**src/rtl/pipe_ctrl.sv**
```systemverilog
// Pipeline hazard/stall controller: load-use interlock, branch flush, memory-wait freeze and
// a halt sequence that drains the front end with bubbles before stopping.
module pipe_ctrl #(
  parameter int unsigned AW           = 3,
  parameter int unsigned DRAIN_CYCLES = 3,
  parameter int unsigned SC_W         = 16
) (
  input  logic            clk,
  input  logic            reset,
  input  logic [AW-1:0]   id_rs1,
  input  logic [AW-1:0]   id_rs2,
  input  logic            id_uses_rs1,
  input  logic            id_uses_rs2,
  input  logic [AW-1:0]   ex_rd,
  input  logic            ex_mem_read,
  input  logic            ex_branch_taken,
  input  logic            mem_req,
  input  logic            mem_ready,
  input  logic            halt_req,
  input  logic            resume,
  output logic            pc_en,
  output logic            if_id_en,
  output logic            id_ex_en,
  output logic            ex_mem_en,
  output logic            mem_wb_en,
  output logic            if_id_flush,
  output logic            id_ex_flush,
  output logic [1:0]      state,
  output logic            halted,
  output logic [SC_W-1:0] stall_count
);

  localparam int unsigned DcW = (DRAIN_CYCLES > 1) ? $clog2(DRAIN_CYCLES) : 1;

  typedef enum logic [1:0] {
    StRun      = 2'd0,
    StMemWait  = 2'd1,
    StDrain    = 2'd2,
    StHalted   = 2'd3
  } state_e;

  state_e          state_q, state_d;
  logic [DcW-1:0]  drain_q, drain_d;
  logic [SC_W-1:0] stall_q;

  logic ms, lu;
  logic freeze, flush_both, lu_hold, bubble, drain_step, stall_inc;

  assign ms = mem_req & ~mem_ready;
  // Register 0 never carries a real dependency.
  assign lu = ex_mem_read & (ex_rd != '0) &
              ((id_uses_rs1 & (id_rs1 == ex_rd)) | (id_uses_rs2 & (id_rs2 == ex_rd)));

  always_comb begin
    state_d    = state_q;
    drain_d    = drain_q;
    freeze     = 1'b0;
    flush_both = 1'b0;
    lu_hold    = 1'b0;
    bubble     = 1'b0;
    drain_step = 1'b0;
    stall_inc  = 1'b0;

    unique case (state_q)
      StRun: begin
        if (ms) begin
          freeze  = 1'b1;
          state_d = StMemWait;
        end else if (ex_branch_taken) begin
          flush_both = 1'b1;
        end else if (lu) begin
          lu_hold = 1'b1;
        end else if (halt_req) begin
          state_d = StDrain;
          drain_d = DcW'(DRAIN_CYCLES - 1);
        end
      end
      StMemWait: begin
        if (!mem_ready) begin
          freeze = 1'b1;
        end else begin
          state_d = StRun;
          if (ex_branch_taken) flush_both = 1'b1;
          else if (lu)         lu_hold    = 1'b1;
        end
      end
      StDrain: begin
        if (ms) begin
          freeze = 1'b1;
        end else if (ex_branch_taken) begin
          flush_both = 1'b1;
          drain_step = 1'b1;
        end else if (lu) begin
          lu_hold = 1'b1;
        end else begin
          bubble     = 1'b1;
          drain_step = 1'b1;
        end
      end
      StHalted: begin
        freeze = 1'b1;
        if (resume) state_d = StRun;
      end
    endcase

    if (drain_step) begin
      if (drain_q == '0) state_d = StHalted;
      else               drain_d = drain_q - DcW'(1);
    end

    // The halted freeze is not a stall; only hazard/memory freezes are counted.
    stall_inc = (freeze & (state_q != StHalted)) | lu_hold;
  end

  always_comb begin
    pc_en       = 1'b1;
    if_id_en    = 1'b1;
    id_ex_en    = 1'b1;
    ex_mem_en   = 1'b1;
    mem_wb_en   = 1'b1;
    if_id_flush = 1'b0;
    id_ex_flush = 1'b0;
    if (reset || freeze) begin
      pc_en     = 1'b0;
      if_id_en  = 1'b0;
      id_ex_en  = 1'b0;
      ex_mem_en = 1'b0;
      mem_wb_en = 1'b0;
    end else if (flush_both) begin
      if_id_flush = 1'b1;
      id_ex_flush = 1'b1;
    end else if (lu_hold) begin
      pc_en       = 1'b0;
      if_id_en    = 1'b0;
      id_ex_flush = 1'b1;
    end else if (bubble) begin
      pc_en       = 1'b0;
      if_id_flush = 1'b1;
    end
    if (reset) begin
      if_id_flush = 1'b1;
      id_ex_flush = 1'b1;
    end
  end

  always_ff @(posedge clk or posedge reset) begin
    if (reset) begin
      state_q <= StRun;
      drain_q <= '0;
      stall_q <= '0;
    end else begin
      state_q <= state_d;
      drain_q <= drain_d;
      if (stall_inc && (stall_q != '1)) stall_q <= stall_q + SC_W'(1);
    end
  end

  assign state       = state_q;
  assign halted      = (state_q == StHalted);
  assign stall_count = stall_q;

endmodule

```
**config.mk**
```make
export PLATFORM = sky130hd
export DESIGN_NAME = pipe_ctrl
export DESIGN_NICKNAME = d
export VERILOG_FILES = /design/src/rtl/pipe_ctrl.sv
export SDC_FILE = /design/constraint.sdc
export NUM_CORES = 1
export LEC_CHECK = 0
export BUFFER_PORTS_ARGS = -buffer_cell sky130_fd_sc_hd__buf_4
export CAP_MARGIN = 15
export CELL_PAD_IN_SITES_DETAIL_PLACEMENT = 0
export CELL_PAD_IN_SITES_GLOBAL_PLACEMENT = 1
export CORE_MARGIN = 3
export CORE_UTILIZATION = 41
export CTS_CLUSTER_SIZE = 14
export DETAILED_ROUTE_END_ITERATION = 8
export PLACE_DENSITY = 0.91
export SLEW_MARGIN = 30
export SYNTH_ARGS = -nofsm -noshare
export SYNTH_HDL_FRONTEND = slang
export SYNTH_SLANG_ARGS = --single-unit
```
**constraint.sdc**
```tcl
create_clock -name clk -period 3.35 [get_ports clk]
set_input_delay 0.335 -clock clk [delete_from_list [all_inputs] [get_ports clk]]
set_output_delay 0.335 -clock clk [all_outputs]
set_load 0.01 [all_outputs]
```
After elaboration in Yosys (flattened, before gate mapping)
Cells that the tools add are included.
{"block": "op_classes", "add_sub_neg": 2, "mul": 0, "n_div": 0, "order_cmp": 0, "n_eq_ne": 7, "shifts": 0, "n_mux": 52, "n_bitwise": 9, "reduce_logical": 6}
{"op": "1-bit two-way mux", "count": 33}
{"op": "2-bit two-way mux", "count": 15}
{"op": "16-bit by 1-bit adder with 16-bit output (second input constant)", "count": 1}
{"op": "16-bit != test (second input constant)", "count": 1}
{"op": "1-bit bitwise AND", "count": 6}
{"op": "3-bit equality test", "count": 2}
{"op": "2-bit one-hot mux with 3 select lines", "count": 1}
{"op": "2-bit equality test (second input constant)", "count": 2}
{"op": "2-bit logical NOT", "count": 2}
{"op": "1-bit one-hot mux with 2 select lines", "count": 2}
{"op": "1-bit one-hot mux with 3 select lines", "count": 1}
{"op": "3-bit nonzero test", "count": 1}
{"op": "2-bit by 1-bit equality test with 1-bit output (second input constant)", "count": 1}
{"op": "2-bit != test (second input constant)", "count": 1}
{"op": "1-bit OR", "count": 2}
{"op": "2-bit OR reduction", "count": 1}
{"op": "2-bit by 1-bit subtractor with 2-bit output (second input constant)", "count": 1}
{"op": "1-bit logical AND", "count": 1}
{"op": "1-bit logical OR", "count": 1}
{"op": "1-bit inverter", "count": 1}
{"block": "word_totals", "ff_bits": 20, "latch_bits": 0, "ram_bits": 0, "mem_bits_ro": 0, "elab_cells": 79, "n_memories": 0}

Longest topological paths before layout
{"block": "depth", "depth_word": 13, "ltp_mapped": 7}

Worst setup path before layout
No wires, ideal clock.
{"block": "synth_timing", "path_kind": "reg2reg", "from": "register stall_q[0], in the netlist stall_count[0]", "to": "register stall_q[12], in the netlist stall_count[12]", "t_arrival_ns": 1.705, "required_ns": 3.211, "setup_slack_ns": 1.506, "path_stages_with_launch": 8, "n_path_buf": 1, "cell_sequence": "dfrtp_1 ha_1 and4_1 nand3_2 o21ai_4 buf_6 a2111oi_2 xor2_1"}
{"block": "synth_via", "elab_chain_cells": 2, "elab_cells_between_ends": 3, "cone_classes": "add/sub: 1; eq/ne: 1; reduce/logical: 1"}
{"element": "from (decl)", "line": "44", "text": "logic [SC_W-1:0] stall_q;"}
{"element": "from (signal assigned)", "line": "154", "text": "if (stall_inc && (stall_q != '1)) stall_q <= stall_q + SC_W'(1);"}
{"element": "parallel branches: the longest is 2 deep, another holds 16-bit by 1-bit adder with 16-bit output"}
Several ways; the timed one is not identified.
A chain may end at the register's enable or synchronous reset.

Worst setup path in the final report
{"block": "layout_timing", "from": "register stall_q[0], in the netlist stall_count[0]", "to": "register stall_q[1], in the netlist stall_count[1]"}
The elaborated chain is that of the path after synthesis.

==> results.tsv <==
stage	metric	value	unit
drt	drt.antenna.violating_nets	0	
flow_run	drv_cap	0	
timing	whs	0.100	ns
die	core	0.00310	mm2
timing	slew_headroom	0.520	
cells_and_area	final_common_cell	buf_4	
worst_setup_path	crit_path_top_delay_cell	o21ai_4	
timing	rsz0062_at_grt	false	
timing	slew_viol_final	0	
global_route	grt_pass1_vias	1081	
timing	setup-violations-final	0	
yosys	ys.flop_type	dfrtp_1	
timing	finalCriticalPeriod	2.23	ns
yosys	syn-cell-area	0.00135	mm2
global_route	grt_pass1_wl	5.12	mm
clock_network	cts_tree	yes	
drt	drt_iter0_markers	90	
drt	firstDrtPassIters	4	
worst_setup_path	crit_family	compound AO/OA/AOI/OAI gates	
worst_setup_path	cp_cell_sequence	ha_1 -> and4_1 -> nand3_2 -> o21ai_4 -> a21oi_2 -> mux2_1	
global_route	grt_overflow	0	
worst_setup_path	crit_type	register to register	
yosys	synth_nets	143	
yosys	async_reset_ff_frac	1.00	
worst_setup_path	arrival	2.41	ns
clock_network	clk_latency	0.29	ns
worst_setup_path	critPathCaptureType	register	
power	vdd_drop_max	0.369	mV
cells_and_area	synthToLayoutAreaGrowth	27.6	%
timing	timing.final.crit_share	0.665	
die	placementRows	20	
hold_path	hold_class	input port to async pin	
worst_setup_path	worst-path-buf-inv	0	
placement	dp_hpwl	2.37	mm
clock_network	clock_sinks	20	
die	die_y	63.4	um
yosys	synth_edf_count	0	
timing	finalSetupTns	0	ns
cells_and_area	num_antenna_cells	0	
drt	num_vias	1149	
global_route	grt_start_max_net_pins	19	
global_route	antenna_found_initial	0	
clock_network	postCtsHoldBufs	0	
yosys	yosys_warnings	0	
worst_setup_path	crit_fanout	15	
run_status	status	finished clean	
drt	wl_per_cell	14.5	um
worst_setup_path	cpPeakStageDelay	0.56	ns
timing	worstMarginPinSlew	0.716	ns
cells_and_area	fin_util	0.556	
cells_and_area	fillers	293	
clock_network	cts-root-buf	clkbuf_4	
yosys	synth_cell_types	41	
placement	io_buffers	44	
die	die-area	0.00402	mm2
timing	fmax	0.449	GHz
yosys	synth-seq-cells	20	
yosys	synth.avg_cell_area	11.0	um2
drt	via_per_inst	5.47	
clock_network	clockBufferDepth	2	
die	die_w	63.4	um
cells_and_area	layout_common_cells	buf_4 (45), dfrtp_1 (20), xor2_1 (14)	
power	power_density	597	mW/mm2
placement	gp_congestion	0.817	
clock_network	htree_levels	1	
clock_network	postCtsSetupBuffers	0	
drt	drc	0	
global_route	track_usage	0.158	
cells_and_area	layout-drive-gt1-share	0.428	
timing	finalHoldViolCount	0	
placement	pre_cts_slack	1.14	ns
timing	fin_ws	1.12	ns
drt	routed_wl	3.05	mm
clock_network	clk_pin_slew_worst_paths	0.10	ns
die	initial_core_util	0.435	
power	p_leak	0.785	nW
timing	clock-skew-final	0.00292	ns
clock_network	cts_buffers	3	
worst_setup_path	critPathRequiredTime	3.54	ns
die	pin_count	45	
cells_and_area	nNetsFinal	188	
clock_network	cts_resized	0	
yosys	synth_cells	123	
yosys	seq_area_frac_synth	0.370	
worst_setup_path	critPathLaunchType	register	
==> final timing paths <==
check | endpoint | slack [ns] | depth (start not counted) | from
setup reg to reg | stall_count[1] | 1.12 | 6 | stall_count[0]
setup / recovery | stall_count[1] | 1.12 | 6 | stall_count[0]
hold / removal | stall_count[10] | 0.10 | 2 | reset
max in group asynchronous | drain_q[0] | 2.72 | 3 | reset
min in group clk | drain_q[1] | 0.25 | 2 | ex_branch_taken
hold reg to reg | stall_count[15] | 0.50 | 1 | stall_count[15]
==> stage by stage <==
stage               cell area [um2]  instances  total power [mW]
global placement               1700        207             0.909
floorplan                      1350        123             0.725
detailed placement             1700        207             0.924
global route                   1720        210              1.10
CTS                            1720        210              1.04
finish                         1720        210              1.03
==> worst register-to-register path: stages, from the launching register on <==
cell	delay, ns
dfrtp_1	0.45
ha_1	0.22
and4_1	0.28
nand3_2	0.18
o21ai_4	0.56
a21oi_2	0.09
mux2_1	0.34
==> cells in the mapped netlist (2+ instances only) <==
cell type,count,area share
and3_1,4,0.019
nand2_1,6,0.017
xnor2_1,7,0.045
o21ai_1,4,0.015
nor3_1,2,0.0074
and2_1,2,0.0093
and4_1,2,0.013
a21o_1,2,0.011
and4_4,2,0.017
nand3_1,6,0.022
a21oi_1,3,0.011
a2111oi_2,6,0.067
xor2_1,14,0.091
nand4_1,2,0.0093
inv_1,6,0.017
dfrtp_1,20,0.37
a211oi_2,8,0.074
buf_6,2,0.017
buf_4,2,0.011
nor2_1,2,0.0056
==> where the power goes <==
part | internal [mW] | switching, mW
clock network | 0.0418 | 0.0684
registers | 0.315 | 0.112
logic | 0.241 | 0.251
==> per-layer routing <==
| metal | share of wire | vias up | wire length (um) | global-route usage |
|---|---|---|---|---|
| li1 | - | 544 | - | - |
| met3 | 0.048 | 2 | 146 | 0.0214 |
| met1 | 0.42 | 565 | 1290 | 0.202 |
| met2 | 0.52 | 38 | 1580 | 0.271 |
| met5 | 0 | - | 0 | 0 |
| met4 | 0.0069 | 0 | 21 | 0.0566 |
==> sequential cells by signal (all words and copies together), names as in the netlist <==
name         flops
drain_q          2
state            2
stall_count     16
==> logic make-up (layout without fill, tap and decap cells) <==
kind of cell | count (synthesis) | in the layout | synth area share
muxes | 2 | 2 | 0.0157
AOI/OAI and AO/OA | 34 | 34 | 0.264
xor gates and xnor gates | 21 | 21 | 0.136
and+or+nand+nor | 34 | 34 | 0.156
DFF | 20 | 20 | 0.370
buffers and inverters | 11 | 54 | 0.0481
adders and majority gates | 1 | 1 | 0.00926
==> final cells by class <==
type	instances	area (um2)	share of cell area
clock buffers	3	22.5	0.0131
inverters	6	22.5	0.0131
multi-input cells	92	786	0.456
flip-flops and latches	20	500	0.290
well taps	44	55.1	0.0319
repair buffers	45	338	0.196
No activity file was read; power rests on OpenSTA's default activity.
